--- src/rtl/bmult_share_sched.sv ---
// bmult_share_sched: round-robin scheduler sharing one external fixed-latency
// WIDTH x WIDTH unsigned multiplier among NREQ requesters. Results are buffered
// in a credit-protected FIFO, so response backpressure never drops a product.
//
// Ports:
//   clk, rst_n           clock, asynchronous active-low reset
//   req_valid/req_ready  per-requester handshake (req_ready is combinational)
//   req_a/req_b          packed operands, requester i at [i*WIDTH +: WIDTH]
//   rsp_valid/rsp_ready  response handshake on the FIFO head
//   rsp_id/rsp_p         requester index and product at the FIFO head
//   mult_a/mult_b        registered operands to the multiplier
//   mult_p               multiplier product, MULT_LAT cycles after mult_a/mult_b
//   busy                 any transaction in flight or buffered
module bmult_share_sched #(
    parameter int unsigned NREQ       = 4,
    parameter int unsigned WIDTH      = 26,
    parameter int unsigned MULT_LAT   = 2,
    parameter int unsigned FIFO_DEPTH = 4,
    localparam int unsigned IDW       = (NREQ > 1) ? $clog2(NREQ) : 1
) (
    input  logic                  clk,
    input  logic                  rst_n,
    input  logic [NREQ-1:0]       req_valid,
    output logic [NREQ-1:0]       req_ready,
    input  logic [NREQ*WIDTH-1:0] req_a,
    input  logic [NREQ*WIDTH-1:0] req_b,
    output logic                  rsp_valid,
    input  logic                  rsp_ready,
    output logic [IDW-1:0]        rsp_id,
    output logic [2*WIDTH-1:0]    rsp_p,
    output logic [WIDTH-1:0]      mult_a,
    output logic [WIDTH-1:0]      mult_b,
    input  logic [2*WIDTH-1:0]    mult_p,
    output logic                  busy
);

    localparam int unsigned PW    = (FIFO_DEPTH > 1) ? $clog2(FIFO_DEPTH) : 1;
    localparam int unsigned CW    = $clog2(FIFO_DEPTH + 1);
    localparam int unsigned PRODW = 2 * WIDTH;

    logic [IDW-1:0]              ptr_q;
    logic [WIDTH-1:0]            mult_a_q, mult_b_q;
    logic [MULT_LAT:0]           tag_vld_q;
    logic [MULT_LAT:0][IDW-1:0]  tag_id_q;
    logic [IDW-1:0]              mem_id_q [FIFO_DEPTH];
    logic [PRODW-1:0]            mem_p_q  [FIFO_DEPTH];
    logic [PW-1:0]               wr_ptr_q, rd_ptr_q;
    logic [CW-1:0]               fifo_cnt_q, fifo_cnt_d;
    logic [CW-1:0]               out_cnt_q, out_cnt_d;
    logic                        busy_q;

    logic                        credit_ok_c;
    logic                        gnt_c;
    logic [IDW-1:0]              gnt_idx_c;
    logic [IDW-1:0]              cand_c;
    logic                        cap_c;
    logic                        pop_c;

    function automatic logic [PW-1:0] ptr_inc(input logic [PW-1:0] p);
        return (p == PW'(FIFO_DEPTH - 1)) ? '0 : p + PW'(1);
    endfunction

    // Credit counts in-flight tags plus FIFO occupancy; a same-cycle pop is ignored.
    assign credit_ok_c = rst_n && (out_cnt_q < CW'(FIFO_DEPTH));

    // Round-robin search starting just after the last granted requester.
    always_comb begin
        gnt_c     = 1'b0;
        gnt_idx_c = '0;
        cand_c    = '0;
        req_ready = '0;
        for (int unsigned i = 1; i <= NREQ; i++) begin
            cand_c = IDW'((32'(ptr_q) + i) % NREQ);
            if (!gnt_c && credit_ok_c && req_valid[cand_c]) begin
                gnt_c     = 1'b1;
                gnt_idx_c = cand_c;
            end
        end
        if (gnt_c) begin
            req_ready[gnt_idx_c] = 1'b1;
        end
    end

    assign cap_c      = tag_vld_q[MULT_LAT];
    assign pop_c      = rsp_valid && rsp_ready;
    assign out_cnt_d  = out_cnt_q + CW'(gnt_c) - CW'(pop_c);
    assign fifo_cnt_d = fifo_cnt_q + CW'(cap_c) - CW'(pop_c);

    assign rsp_valid = (fifo_cnt_q != '0);
    assign rsp_id    = mem_id_q[rd_ptr_q];
    assign rsp_p     = mem_p_q[rd_ptr_q];
    assign mult_a    = mult_a_q;
    assign mult_b    = mult_b_q;
    assign busy      = busy_q;

    // Issue, tag pipeline, result FIFO and credit bookkeeping.
    always_ff @(posedge clk or negedge rst_n) begin
        if (!rst_n) begin
            ptr_q      <= IDW'(NREQ - 1);
            mult_a_q   <= '0;
            mult_b_q   <= '0;
            tag_vld_q  <= '0;
            tag_id_q   <= '0;
            wr_ptr_q   <= '0;
            rd_ptr_q   <= '0;
            fifo_cnt_q <= '0;
            out_cnt_q  <= '0;
            busy_q     <= 1'b0;
            for (int unsigned k = 0; k < FIFO_DEPTH; k++) begin
                mem_id_q[k] <= '0;
                mem_p_q[k]  <= '0;
            end
        end else begin
            if (gnt_c) begin
                ptr_q    <= gnt_idx_c;
                mult_a_q <= req_a[32'(gnt_idx_c) * WIDTH +: WIDTH];
                mult_b_q <= req_b[32'(gnt_idx_c) * WIDTH +: WIDTH];
            end
            tag_vld_q <= {tag_vld_q[MULT_LAT-1:0], gnt_c};
            tag_id_q  <= {tag_id_q[MULT_LAT-1:0], gnt_idx_c};
            // Credit guarantees a free slot here, even when a pop shares the cycle.
            if (cap_c) begin
                mem_id_q[wr_ptr_q] <= tag_id_q[MULT_LAT];
                mem_p_q[wr_ptr_q]  <= mult_p;
                wr_ptr_q           <= ptr_inc(wr_ptr_q);
            end
            if (pop_c) begin
                rd_ptr_q <= ptr_inc(rd_ptr_q);
            end
            fifo_cnt_q <= fifo_cnt_d;
            out_cnt_q  <= out_cnt_d;
            busy_q     <= (out_cnt_d != '0);
        end
    end

endmodule
--- config.mk ---
export PLATFORM = sky130hd
export DESIGN_NAME = bmult_share_sched
export DESIGN_NICKNAME = d
export VERILOG_FILES = /design/src/rtl/bmult_share_sched.sv
export SDC_FILE = /design/constraint.sdc
export NUM_CORES = 1
export LEC_CHECK = 0
export CORE_UTILIZATION = 40
export CTS_BUF_LIST = sky130_fd_sc_hd__clkbuf_4 sky130_fd_sc_hd__clkbuf_8
export DETAILED_ROUTE_END_ITERATION = 10
export PLACE_DENSITY = 0.7
export SLEW_MARGIN = 20
export SYNTH_ARGS = -nofsm -noshare
export SYNTH_HDL_FRONTEND = slang
export SYNTH_SLANG_ARGS = --single-unit
--- constraint.sdc ---
create_clock -name clk -period 3 [get_ports clk]
set_input_delay 0.3 -clock clk [delete_from_list [all_inputs] [get_ports clk]]
set_output_delay 0.3 -clock clk [all_outputs]
set_load 0.02 [all_outputs]
==> metrics.csv <==
stage,metric,value,unit
run_status,status,"finished, final reports clean",
setup_path,CP most frequent cell,nor2_1,
cells_and_area,Nets,1575,
power_and_ir_drop,share of total power in the clock network,17.8,%
sta,crit share post-route,94.7,%
setup_path,crit end category,output pin,
power_and_ir_drop,static leakage,7.92,nW
cells_and_area,"commonest non-fill, non-tap cells in the layout","clkdlybuf4s50_1 (375), dfrtp_1 (286), mux2_2 (217), mux2i_1 (104), clkbuf_8 (60)",
detailed_routing,routed vias/inst,5.18,
detailed_routing,Routed Antenna Nets,0,
setup_path,CP top delay family,buffers and inverters,
grt,initial antenna violation count,0,
yosys,Yosys warning total,0,
setup_path,WS Path Type,reg2out,
placed_design,PortBufs,378,
sta,Fmax,352,MHz
power_and_ir_drop,internal cell power,13.7,mW
clock_network,CTS tree,yes,
setup_path,WP depth,6,
cells_and_area,share of layout cells above drive strength 1,32.7,%
setup_path,crit path DAT,2540,ps
yosys,Synth Net Count,1177,
yosys,Post-Synthesis Cell Area,13600,µm²
setup_path,logic depth of the worst register-to-register path,10,
sta,final setup TNS,0,ps
power_and_ir_drop,Comb pwr share,48.7,%
detailed_routing,final WL,37300,µm
clock_network,Bufs on Longest Clock Path,3,
clock_network,clock tree sinks,290,
detailed_routing,drt wl/cell,21.0,µm
yosys,Post-Synth Simple-Gate Area,2.62,%
clock_network,clk slew on worst S/H paths,60,ps
clock_network,Skew-Pair Late Insertion Delay,580,ps
min_path,Hold Crit Class,reg2reg,
clock_network,H-tree levels,2,
cells_and_area,ant diodes,0,
cells_and_area,Non-Filler Instances,1778,
clock_network,CTS Buf Count,50,
sta,# setup viols final,0,
sta,RSZ-0062 raised after global routing,no,
placed_design,hpwl dp,25700,µm
cells_and_area,fill count,2717,
detailed_routing,router iterations before antenna repair,4,
grt,Tot GR Track Use,22.0,%
cells_and_area,"commonest non-fill, non-tap cell in the layout",clkdlybuf4s50_1,
die,DIE AREA,34800,µm²
die,Rows,67,
power_and_ir_drop,Worst VDD drop,0.527,mV
setup_path,"critical path, cell by cell",nand2b_1 > nor2_1 > nor4_4 > buf_12 > nor2_1 > clkdlybuf4s50_1,
power_and_ir_drop,PwrDens,1090,nW/µm²
sta,skew final,36.1,ps
grt,vias in the first global route,10433,
die,chip width,187,µm
sta,final-report hold violation count,0,
sta,fin crit period,2840,ps
die,I/O pin count,379,
detailed_routing,Vias,9209,
die,initial core utilization,40.6,%
setup_path,"slowest stage delay, CP",550,ps
sta,Max-slew headroom,41.5,%
yosys,Synth Register Bits,290,
setup_path,CP startpoint kind,register,
power_and_ir_drop,switching share of power,34.6,%
clock_network,clock root buffer master,clkbuf_8,
sta,Hold Slack,350,ps
cells_and_area,final core occ,57.0,%
yosys,largest family of logic cells by synthesized area,multiplexers,
placed_design,placed instance count,1688,
yosys,part of the Yosys area used for sequential elements,53.3,%
power_and_ir_drop,Sequential Power Share,33.5,%
sta,max-slew violations,0,
yosys,per-instance average area after synthesis,15.2,µm²
cells_and_area,Layout area overhead,40.4,%
min_path,WHS Path Cells,0,
grt,grt total ovfl,0,
yosys,XOR/XNOR Fraction of Synth Area,0.257,%
setup_path,WP buf/inv,2,
sta,Worst Tran Pin Value,878,ps
power_and_ir_drop,NetSw,7.23,mW
detailed_routing,DRC,0,
grt,largest net degree at the start of global routing,147,
die,Die Y,187,µm
yosys,Synth Area in Compound Gates,5.32,%
yosys,mux cell area share after synthesis,34.5,%
run,MaxCap Viol Count,0,
placed_design,routability cong.,0.851,
yosys,Synth Area in Adders,1.12,%
yosys,Mapped Cells,899,
die,core area,33500,µm²
detailed_routing,DRT iter0 DRCs,337,
setup_path,"Slowest-stage cell, CP",dfstp_2,
setup_path,Crit Path Max Fanout,17,
yosys,Synth cell types,34,
grt,first-pass GRT wire length,60000,µm
setup_path,CP required,2700,ps
## cell type report
type | count | area [µm²] | share of cell area (%)
clock buffer | 78 | 961 | 5.03
clock inverter | 7 | 77.6 | 0.406
inverter | 13 | 48.8 | 0.255
multi-input combinational | 534 | 6010 | 31.5
sequential | 290 | 7260 | 38.0
tap | 448 | 561 | 2.93
timing repair buffer | 408 | 4190 | 21.9
## state kept, by name (all words and copies together) (netlist names)
register and count:
mult_a 26, tag_id_q 6, busy 1, mem_p_q 208, wr_ptr_q 2, fifo_cnt_q 3
mult_b 26, ptr_q 2, tag_vld_q 3, rd_ptr_q 2, out_cnt_q 3, mem_id_q 8
## path summary, 6_finish.rpt
check | end | slack [ps] | start
max | req_ready[1] | 160 | ptr_q[0]$_DFFE_PN1P_
min in group asynchronous | mult_b[3]$_DFFE_PN0P_ | 500 | rst_n
min | tag_id_q[2]$_DFF_PN0_ | 350 | tag_id_q[0]$_DFF_PN0_
max reg2reg | busy$_DFF_PN0_ | 370 | fifo_cnt_q[1]$_DFF_PN0_
max in group asynchronous | mem_p_q[37]$_DFFE_PN0P_ | 1120 | rst_n
min reg2reg | tag_id_q[2]$_DFF_PN0_ | 350 | tag_id_q[0]$_DFF_PN0_
## power by group through the flow
stage,registers (mW),clock network [mW],logic (mW)
after floorplan,7.07,0,6.03
after global placement,7.01,0,10.1
after detailed placement,7.08,0,10.2
after CTS,7.05,3.84,10.3
after global routing,7.27,3.99,10.9
final,7.00,3.71,10.2
## synthesized netlist by cell type
library cell	count	area [µm²]
o221ai_2	34	510
mux2_2	217	2440
fa_1	2	40.0
o41ai_1	1	8.76
xnor2_1	3	26.3
o221ai_1	18	158
o31ai_1	1	7.51
nand2_1	64	240
nor2_1	8	30.0
nand2b_1	5	31.3
xor2_1	1	8.76
buf_4	6	45.0
or3_1	2	12.5
inv_1	12	45.0
buf_12	3	60.1
nor3_1	3	15.0
buf_1	2	7.51
dfrtp_1	288	7210
buf_6	1	11.3
a21o_1	1	7.51
a21boi_1	1	7.51
mux2i_1	104	1040
nor2b_1	1	6.26
ha_1	9	113
buf_2	17	85.1
dfstp_2	2	52.6
clkbuf_1	32	120
mux4_2	54	1220
o21ai_0	2	10.0
nor4_4	1	21.3
inv_2	1	3.75
o211a_2	1	10.0
a21oi_1	1	5.00
buf_8	1	15.0
## routing by layer
layer / vias to the layer above / part of all wire [%] / global-route usage [%]
li1: 4175 / - / -
met1: 4691 / 41 / 27.4
met2: 286 / 51 / 37.8
met3: 57 / 6.8 / 5.83
met4: 0 / 2.2 / 5.67
met5: - / 0 / 0
## worst reg2reg max path: stages (launching register included)
cell and delay (ps):
dfrtp_1 410, or3_1 380, nand2_1 140, inv_1 80
ha_1 270, inv_1 40, ha_1 180, fa_1 380
xor2_1 180, xnor2_1 140, or3_1 300
## timing repair
action | in CTS | in global routing
gates resized for setup | 1 | 2
hold buffers | 1 | 0
setup buffers | 0 | 4
setup endpoints to repair | 1 | 6
hold endpoints to repair | 142 | 0
## per-stage QoR
stage,area [µm²],setup slack [ps],total power [mW]
global placement,18000,222,17.1
finish,19100,159,20.9
floorplan,13600,355,13.1
detailed placement,18000,135,17.3
global route,19100,38.6,22.2
CTS,19100,15.4,21.1
## kinds of logic after synthesis
family,Yosys count
buffers and inverters,75
muxes,375
and+or+nand+nor,84
xor gates and xnor gates,4
DFF,290
AOI/OAI and AO/OA,60
adders and majority gates,11
Note: power is estimated with default switching activity, not from simulation.
